==> src/rtl/wishbone_to_axi4lite_pkg.sv <==
// wishbone_to_axi4lite_pkg: AXI response codes, bridge FSM encoding and protection default
package wishbone_to_axi4lite_pkg;
  localparam logic [1:0] RESP_OKAY = 2'b00;
  localparam logic [1:0] RESP_EXOKAY = 2'b01;
  localparam logic [1:0] RESP_SLVERR = 2'b10;
  localparam logic [1:0] RESP_DECERR = 2'b11;
  localparam logic [2:0] PROT_DEFAULT = 3'b000;
  typedef enum logic [2:0] {IDLE, WR, WR_RESP, RD_ADDR, RD_DATA, DONE} state_t;
  function automatic logic resp_is_err(input logic [1:0] r);
    return r == RESP_SLVERR || r == RESP_DECERR;
  endfunction
endpackage

==> src/rtl/wishbone_to_axi4lite.sv <==
// wishbone_to_axi4lite: Wishbone classic slave to AXI4-lite master, one outstanding transfer
module wishbone_to_axi4lite
  import wishbone_to_axi4lite_pkg::*;
#(
  parameter int ADDR_WIDTH = 32,
  parameter int DATA_WIDTH = 32
) (
  input  logic                    clk_i,
  input  logic                    rst_i,
  input  logic                    wb_cyc_i,
  input  logic                    wb_stb_i,
  input  logic                    wb_we_i,
  input  logic [ADDR_WIDTH-1:0]   wb_adr_i,
  input  logic [DATA_WIDTH-1:0]   wb_dat_i,
  input  logic [DATA_WIDTH/8-1:0] wb_sel_i,
  output logic [DATA_WIDTH-1:0]   wb_dat_o,
  output logic                    wb_ack_o,
  output logic                    wb_err_o,
  output logic [ADDR_WIDTH-1:0]   axi_awaddr_o,
  output logic [2:0]              axi_awprot_o,
  output logic                    axi_awvalid_o,
  input  logic                    axi_awready_i,
  output logic [DATA_WIDTH-1:0]   axi_wdata_o,
  output logic [DATA_WIDTH/8-1:0] axi_wstrb_o,
  output logic                    axi_wvalid_o,
  input  logic                    axi_wready_i,
  input  logic [1:0]              axi_bresp_i,
  input  logic                    axi_bvalid_i,
  output logic                    axi_bready_o,
  output logic [ADDR_WIDTH-1:0]   axi_araddr_o,
  output logic [2:0]              axi_arprot_o,
  output logic                    axi_arvalid_o,
  input  logic                    axi_arready_i,
  input  logic [DATA_WIDTH-1:0]   axi_rdata_i,
  input  logic [1:0]              axi_rresp_i,
  input  logic                    axi_rvalid_i,
  output logic                    axi_rready_o
);
  state_t state, state_n;
  logic [ADDR_WIDTH-1:0] adr_q;
  logic [DATA_WIDTH-1:0] dat_q;
  logic [DATA_WIDTH/8-1:0] sel_q;
  logic abort, resp_err, req, aw_done, w_done;
  assign req = wb_cyc_i & wb_stb_i;
  assign aw_done = ~axi_awvalid_o | axi_awready_i;
  assign w_done = ~axi_wvalid_o | axi_wready_i;
  always_ff @(posedge clk_i or posedge rst_i)
    if (rst_i) state <= IDLE;
    else state <= state_n;
  always_comb begin
    state_n = IDLE;
    unique case (state)
      IDLE:    state_n = req ? (wb_we_i ? WR : RD_ADDR) : IDLE;
      WR:      state_n = aw_done & w_done ? WR_RESP : WR;
      WR_RESP: state_n = axi_bvalid_i ? DONE : WR_RESP;
      RD_ADDR: state_n = axi_arready_i ? RD_DATA : RD_ADDR;
      RD_DATA: state_n = axi_rvalid_i ? DONE : RD_DATA;
      default: state_n = IDLE;
    endcase
  end
  always_ff @(posedge clk_i or posedge rst_i)
    if (rst_i) begin
      adr_q <= '0;
      dat_q <= '0;
      sel_q <= '0;
      axi_awvalid_o <= 1'b0;
      axi_wvalid_o <= 1'b0;
      axi_arvalid_o <= 1'b0;
      wb_dat_o <= '0;
      resp_err <= 1'b0;
      abort <= 1'b0;
    end else begin
      if (state == IDLE && req) begin
        adr_q <= wb_adr_i;
        dat_q <= wb_dat_i;
        sel_q <= wb_sel_i;
        axi_awvalid_o <= wb_we_i;
        axi_wvalid_o <= wb_we_i;
        axi_arvalid_o <= ~wb_we_i;
      end
      if (state == WR && axi_awready_i) axi_awvalid_o <= 1'b0;
      if (state == WR && axi_wready_i) axi_wvalid_o <= 1'b0;
      if (state == RD_ADDR && axi_arready_i) axi_arvalid_o <= 1'b0;
      if (state == WR_RESP && axi_bvalid_i) resp_err <= resp_is_err(axi_bresp_i);
      if (state == RD_DATA && axi_rvalid_i) begin
        resp_err <= resp_is_err(axi_rresp_i);
        wb_dat_o <= axi_rdata_i;
      end
      // a dropped cyc anywhere in flight suppresses the final ack/err
      abort <= state == IDLE ? 1'b0 : state == DONE ? abort : abort | ~wb_cyc_i;
    end
  assign wb_ack_o = state == DONE && !abort && !resp_err;
  assign wb_err_o = state == DONE && !abort && resp_err;
  assign axi_bready_o = state == WR_RESP;
  assign axi_rready_o = state == RD_DATA;
  assign axi_awaddr_o = adr_q;
  assign axi_araddr_o = adr_q;
  assign axi_wdata_o = dat_q;
  assign axi_wstrb_o = sel_q;
  assign axi_awprot_o = PROT_DEFAULT;
  assign axi_arprot_o = PROT_DEFAULT;
endmodule

==> config.mk <==
export PLATFORM = sky130hd
export DESIGN_NAME = wishbone_to_axi4lite
export DESIGN_NICKNAME = d
export VERILOG_FILES = /design/src/rtl/wishbone_to_axi4lite_pkg.sv /design/src/rtl/wishbone_to_axi4lite.sv
export SDC_FILE = /design/constraint.sdc
export NUM_CORES = 1
export LEC_CHECK = 0
export CAP_MARGIN = 20
export CORE_MARGIN = 5
export CORE_UTILIZATION = 41
export DETAILED_ROUTE_END_ITERATION = 12
export PLACE_DENSITY = 0.86
export SETUP_SLACK_MARGIN = 0.5
export SLEW_MARGIN = 30
export SYNTH_ARGS = -nofsm -noshare
export SYNTH_HDL_FRONTEND = slang
export SYNTH_SLANG_ARGS = --single-unit
==> constraint.sdc <==
create_clock -name clk_i -period 4.7 [get_ports clk_i]
set_input_delay 0.47 -clock clk_i [delete_from_list [all_inputs] [get_ports clk_i]]
set_output_delay 0.47 -clock clk_i [all_outputs]
set_load 0.03 [all_outputs]
-- Word-level counts from Yosys, hierarchy flattened
Index checks and enable logic that the tools add are counted.
- word-level logic and storage cells: 63
- register bits after elaboration: 108
- output and inout bits: 145
- input bits: 114
- reduce and logical (&&, ||, !) cells: 18
- mux-type cells: 16
- bitwise operators: 9
- eq/ne operators: 10
- operators with widths (kind ; number):
    $pmux W3 S5 ; 1
    $mux W1 ; 10
    $logic_and A1 B1 Y1 ; 9
    $eq A2 B2 Y1 const B ; 4
    $reduce_bool A2 Y1 ; 4
    $eq A3 B2 Y1 const B ; 2
    $eq A3 B3 Y1 const B ; 2
    $mux W2 ; 3
    $mux W3 ; 2
    $not A1 Y1 ; 4
    $eq A3 B1 Y1 const B ; 1
    $logic_not A3 Y1 ; 1
    $or A1 B1 Y1 ; 3
    $and A1 B1 Y1 ; 2
    $logic_not A1 Y1 ; 2
    $logic_or A1 B1 Y1 ; 2
    $ne A2 B1 Y1 const B ; 1

-- Longest topological paths before layout
Gate-level depths: netlist of run 1.
- depth after elaboration: 5
- mapped depth: 5
- gate-level depth less buffers: 3

-- Worst setup path after synthesis of run 1
OpenSTA, ideal clock, no wires.
- path kind: register to output
- from: register state[0]
- to: output wb_ack_o
- buffers on the path: 1
- data required time: 4.230 ns
- cell stages (with the launch flop): 4
- path slack: 2.823 ns
- data arrival time: 1.407 ns
- path through: dfrtp_1 > buf_1 > nand2b_1 > nor3_1
- cells in the longest elaborated chain, start to end: 3
- ends and longest elaborated chain (what ; RTL line ; source):
    from (decl) ; wishbone_to_axi4lite.sv:39 ; state_t state, state_n;
    from (signal assigned) ; wishbone_to_axi4lite.sv:49 ; else state <= state_n;
    $eq A3 B3 Y1 ; wishbone_to_axi4lite.sv:92 ; assign wb_ack_o = state == DONE && !abort && !resp_err;
    $logic_and A1 B1 Y1 (2 in series) ; wishbone_to_axi4lite.sv:92 ;
    to (decl) ; wishbone_to_axi4lite.sv:17 ; output logic wb_ack_o,
No other way between the ends.

-- Worst setup path in the final report of run 1
- from: register state[1]
- to: output wb_err_o
- cells in the longest elaborated chain, start to end: 3
- ends and longest elaborated chain (what ; RTL line ; source):
    $eq A3 B3 Y1 ; wishbone_to_axi4lite.sv:93 ; assign wb_err_o = state == DONE && !abort && resp_err;
    $logic_and A1 B1 Y1 (2 in series) ; wishbone_to_axi4lite.sv:93 ;
    to (decl) ; wishbone_to_axi4lite.sv:18 ; output logic wb_err_o,
No other way between the ends.

==> reports/results.ini, run 1 <==
[placement]
gp_congestion = 0.777
post-place-cells = 649
io_buffers = 250
hpwlAfterDp_mm = 9.05
dpl_cell_area_sq_um = 6870

[clocking]
clockBufferDepth = 2
clk_pin_slew_ps = 100
cts_made_buffers = 9
postCtsSetupBuffers = 0
clockRootBuffer = clkbuf_8
cts-htree-levels = 3
cts_hold_buf = 0
cts.sinks = 108
cts_tree = built
insertion_delay_ps = 370
cts_resized = 0

[power_and_ir_drop]
clockPowerShare_pct = 11.5
switchingPower_mw = 2.38
power_frac_comb_pct = 58.2
powerDensity_nw_per_um2 = 788
pwr-share-seq_pct = 30.3
intPower_mw = 3.23
switching_share_pct = 42.4
leakage_nw = 2.92
peakVddDrop_mv = 0.444
finalPower_mw = 5.60

[critical_path]
worst-setup-path-type = reg2out
required_ps = 4230
crit_arrival_ps = 2010
cp-end-kind = primary output
critPathMaxFanout = 8
start_kind = register

[floorplan]
fp.coreArea_sq_um = 10800
rows = 38
start_util_pct = 41.6
pin_count = 259
die_area_sq_um = 13200
die_h_um = 115
die_w_um = 115

[detailed_routing]
ant_nets = 0
detail_route.wl_per_cell_um = 17.5
drc = 0
drt_iter0_drc = 112
via_count = 3135
routed_wl_mm = 11.6
routed_via_density = 4.71
firstDrtPassIters = 4

[sta]
tightest_slew_ps = 666
slew_viol_final = 0
period_share_pct = 52.8
hold_viol = 0
fin_worst_skew_ps = 8.41
finalCriticalPeriod_ps = 2480
rsz0062_at_grt = no
max_slew_margin_pct = 55.6
setup_viol = 0
fin_tns_setup_ps = 0
fmax_mhz = 403

[yosys]
synthDistinctLibCells = 31
synth_enable_flop_cells = 0
synthCells = 301
synthFlopType = dfrtp_1
ys_async_sr_fraction_pct = 100
seq_area_frac_synth_pct = 60.2
syn_avg_cell_area_sq_um = 14.9
yosys_warnings = 0
synth.cell_area_sq_um = 4490
ys_ff_latch = 108

[global_routing]
globalRouteTotalUtil_pct = 17.7
grt_overflow = 0
grt_start_max_net_pins = 78
grt_pass1_vias = 3505
antenna_found_initial = 0
grt_pass1_wl_mm = 18.1

[layout]
drive_gt1_share_pct = 21.7
fin_util_pct = 65.9
design_area_sq_um = 7110
final_cells = 665
area_growth_syn_to_layout_pct = 58.2
antenna_cells = 0
nets = 634

[run_status]
status = complete, no violations

[flow_run]
cap_violations = 0

[min_path]
min_path_type = reg2reg

==> cell families (layout without fill, tap and decap cells) <==
group / count (synthesis) / count (layout) / share of synthesized area [%]
flops: 108 / 108 / 60.2
mux: 104 / 104 / 26.0
compound gates: 10 / 10 / 1.39
simple gates: 24 / 24 / 3.79
other cells: 1 / 6 / 0.0835
buf+inv: 54 / 273 / 8.60
==> flip-flops by register name, summed over array words and instances, names as in the netlist, 3 cells and up <==
| name | count |
|---|---|
| axi_araddr_o | 32 |
| axi_wdata_o | 32 |
| axi_wstrb_o | 4 |
| state | 3 |
| wb_dat_o | 32 |
==> worst max-delay path, stage by stage, from the launching register on <==
cell,delay [ps]
dfrtp_1,500
nand2b_1,250
nor3_1,190
clkdlybuf4s50_1,710
==> layer usage <==
layer,global-route usage [%],vias to the layer above,routed length (um)
met5,0,-,0
met4,6.49,0,244
met3,7.40,18,1310
met2,32.4,159,6090
met1,17.9,1525,3970
li1,-,1433,-
==> power groups by stage <==
stage                     registers [mW]  logic, mW  clock network [mW]
after CTS                           1.71       3.30               0.666
after global routing                1.77       3.40               0.704
final                               1.70       3.26               0.646
after global placement              1.68       3.23                   0
after detailed placement            1.72       3.29                   0
after floorplan                     2.57       1.13                   0
==> layout by cell type, fill, tap and decap left out, types with 2 or more instances in the layout <==
cell	count
a22oi_1	2
mux2_1	10
nand3b_1	2
inv_1	3
a21oi_1	2
mux2_2	91
nand2b_1	5
nor3_1	2
clkdlybuf4s50_1	250
clkbuf_8	12
nor3b_1	2
dfrtp_1	108
bufinv_16	2
mux2i_1	3
clkinv_2	2
nor2_1	3
conb_1	6
or3_1	3
o21ai_0	3
buf_4	2
==> synth_stat cells (all sizes together), types with 2 or more instances <==
| cell type | number | area share (%) |
|---|---|---|
| nand3b | 2 | 0.33 |
| or3 | 3 | 0.42 |
| nor2 | 4 | 0.70 |
| dfrtp | 108 | 60 |
| nor3b | 2 | 0.33 |
| mux2 | 101 | 25 |
| nand2b | 5 | 0.70 |
| a22oi | 2 | 0.33 |
| nor3 | 2 | 0.22 |
| buf | 49 | 8.2 |
| mux2i | 3 | 0.67 |
| inv | 4 | 0.33 |
| a21oi | 2 | 0.22 |
| o21ai | 3 | 0.33 |
==> through the flow <==
stage | setup slack (ps) | hold WS [ps]
2_1_floorplan | 1380 | 463
3_3_place_gp | 1810 | 468
3_5_place_dp | 1960 | 476
4_1_cts | 2190 | 497
5_1_grt | 2040 | 516
6_report | 2220 | 490
==> area by class of cell <==
type | instances | area, sq um
multi-input combinational | 144 | 1440
inverter | 4 | 20.0
fill | 808 | 3680
timing repair buffer | 253 | 2540
sequential | 108 | 2700
clock buffer | 12 | 165
clock inverter | 4 | 70.1
tap | 140 | 175
==> path summary, 6_finish.rpt <==
path	startpoint	to	slack [ps]	depth (start not counted)
setup / recovery	state[1]	wb_err_o	2220	3
hold / removal	axi_wdata_o[6]	axi_wdata_o[6]	490	1
setup reg to reg	state[0]	axi_wdata_o[5]	2290	4
hold reg to reg	axi_wdata_o[6]	axi_wdata_o[6]	490	1
max in group asynchronous	rst_i	axi_araddr_o[28]	3250	3
min in group asynchronous	rst_i	axi_wdata_o[13]	590	2
No activity file was read; power rests on OpenSTA's default activity.
==> run 2, diff against run 1 <==
CORE_UTILIZATION = 38   (was 41)
PLACE_DENSITY = 0.8   (was 0.86)
clock period = 2.6 ns   (was 4.7 ns; I/O delays follow)
==> run 2 against run 1 <==
  * Clock skew decreased by 1.5 ps
  * Critical endpoint is now axi_wdata_o[21]
  * Critical path depth grew 1
  * Largest cell class unchanged
  * Core utilization decreased by 3.2 points
  * Count of clock-buffer cells in the layout rose by 1
  * Highest routed layer unchanged
==> reports/results.ini, run 2 (same netlist as run 1, synthesis figures left out) <==
[global_routing]
antenna_found_initial = 0
grt_start_max_net_pins = 57
grt_overflow = 0
grt_pass1_wl_mm = 18.4
globalRouteTotalUtil_pct = 16.3
grt_pass1_vias = 3555

[clocking]
insertion_delay_ps = 330
clk_pin_slew_ps = 60
cts_made_buffers = 9
cts_tree = built
clockBufferDepth = 2
cts.sinks = 108
clockRootBuffer = clkbuf_16
cts-htree-levels = 3

[placement]
io_buffers = 250
gp_congestion = 0.715
post-place-cells = 654
hpwlAfterDp_mm = 9.25

[power_and_ir_drop]
peakVddDrop_mv = 0.756
leakage_nw = 2.97
powerDensity_nw_per_um2 = 1430

[floorplan]
die_area_sq_um = 14100
start_util_pct = 39.0
rows = 39
fp.coreArea_sq_um = 11500
die_w_um = 119
pin_count = 259
die_h_um = 119

[critical_path]
critPathMaxFanout = 35
path_buf_inv = 1
required_ps = 2820
cp-end-kind = register
crit_arrival_ps = 2220
critPathTopFamily = simple AND/OR/NAND/NOR gates
worst-setup-path-type = reg2reg
max_stage_delay_ps = 620
start_kind = register
crit_chain = or4b_4, nor2_8, buf_12, mux2_2
slowest_stage = or4b_4

[layout]
nets = 637
seqCellArea_sq_um = 2700
antenna_cells = 0
multiInputGateArea_sq_um = 1440
layout_commonest_cell = clkdlybuf4s50_1
final_cells = 671
area_growth_syn_to_layout_pct = 60.5
nFillCells = 905
mostFrequentLayoutCells = clkdlybuf4s50_1 (246), dfrtp_1 (107), mux2_2 (91)
drive_gt1_share_pct = 22.0

[sta]
tightest_slew_ps = 708
rsz0062_at_grt = no
fmax_mhz = 499
hold_viol = 0
slew_viol_final = 0
fin_worst_skew_ps = 6.91
max_slew_margin_pct = 52.8
finalCriticalPeriod_ps = 2000
fin_tns_setup_ps = 0
setup_viol = 0
period_share_pct = 77.0

[detailed_routing]
firstDrtPassIters = 4
routed_wl_mm = 11.6
drt_iter0_drc = 124
drc = 0
routed_via_density = 4.73
ant_nets = 0
detail_route.wl_per_cell_um = 17.4
via_count = 3173

[min_path]
min_path_type = in2async

[flow_run]
cap_violations = 0

[run_status]
status = complete, no violations

run 2: changes by cell type in the layout (fill, tap and decap cells not counted), moves of 3 or more:
cell / previous run / this run
clkbuf_8: 12 / 2
clkbuf_16: 0 / 9
clkdlybuf4s50_1: 250 / 246
dlygate4sd2_1: 0 / 4
clkinvlp_4: 0 / 3
run 2: area by class of cell:
class                           count  area share (%)
Clock buffer                       13            3.61
Clock inverter                      3           0.625
Inverter                            4           0.260
Multi-Input combinational cell    144            19.9
Sequential cell                   108            37.5
Tap cell                          143            2.48
Timing Repair Buffer              256            35.6
run 2: what timing repair did:
item,4_1_cts,5_1_grt
hold buffers,0,0
setup endpoints to repair,40,0
setup buffers,1,0
gates resized for setup,5,0
run 2: report_power, final:
group / switching [mW] / internal [mW]
combinational: 3.20 / 2.69
sequential: 0.538 / 2.53
clock: 0.574 / 0.801
run 2: path summary, 6_finish.rpt:
| check | start | endpoint | slack [ps] | cells after the start |
|---|---|---|---|---|
| max in group asynchronous | rst_i | state[0] | 1570 | 3 |
| min reg2reg | axi_wstrb_o[0] | axi_wstrb_o[0] | 480 | 1 |
| min in group clk_i | axi_wstrb_o[0] | axi_wstrb_o[0] | 480 | 1 |
| min | rst_i | axi_wdata_o[26] | 470 | 3 |
| max reg2reg | state[1] | axi_wdata_o[21] | 600 | 4 |
| max | state[1] | axi_wdata_o[21] | 600 | 4 |
run 2: through the flow:
| step | power, mW | util, % | worst slack, ps | hold WS [ps] | area [sq um] |
|---|---|---|---|---|---|
| 6_report | 10.3 | 62.6 | 598 | 469 | 7210 |
| 5_1_grt | 10.8 | 62.6 | 524 | 497 | 7210 |
| 4_1_cts | 10.5 | 62.6 | 595 | 490 | 7210 |
| 3_5_place_dp | 9.08 | 59.9 | 347 | 474 | 6900 |
| 3_3_place_gp | 8.93 | 59.9 | 379 | 470 | 6900 |
| 2_1_floorplan | 6.69 | - | 752 | 368 | 4520 |
run 2: worst reg2reg max path: stages, from the launching register on:
cell and delay, ps:
dfrtp_1 480, or4b_4 620, nor2_8 180, buf_12 220
mux2_2 380
run 2: layer usage:
layer  routed length [um]  part of all wire (%)  GRT usage (%)  up-vias
met5                    0                     0              0        -
met4                  260                   2.2           6.37        0
met3                 1330                    11           7.88       20
met2                 6010                    52           28.8      174
met1                 4040                    35           16.5     1531
li1                     -                     -              -     1448
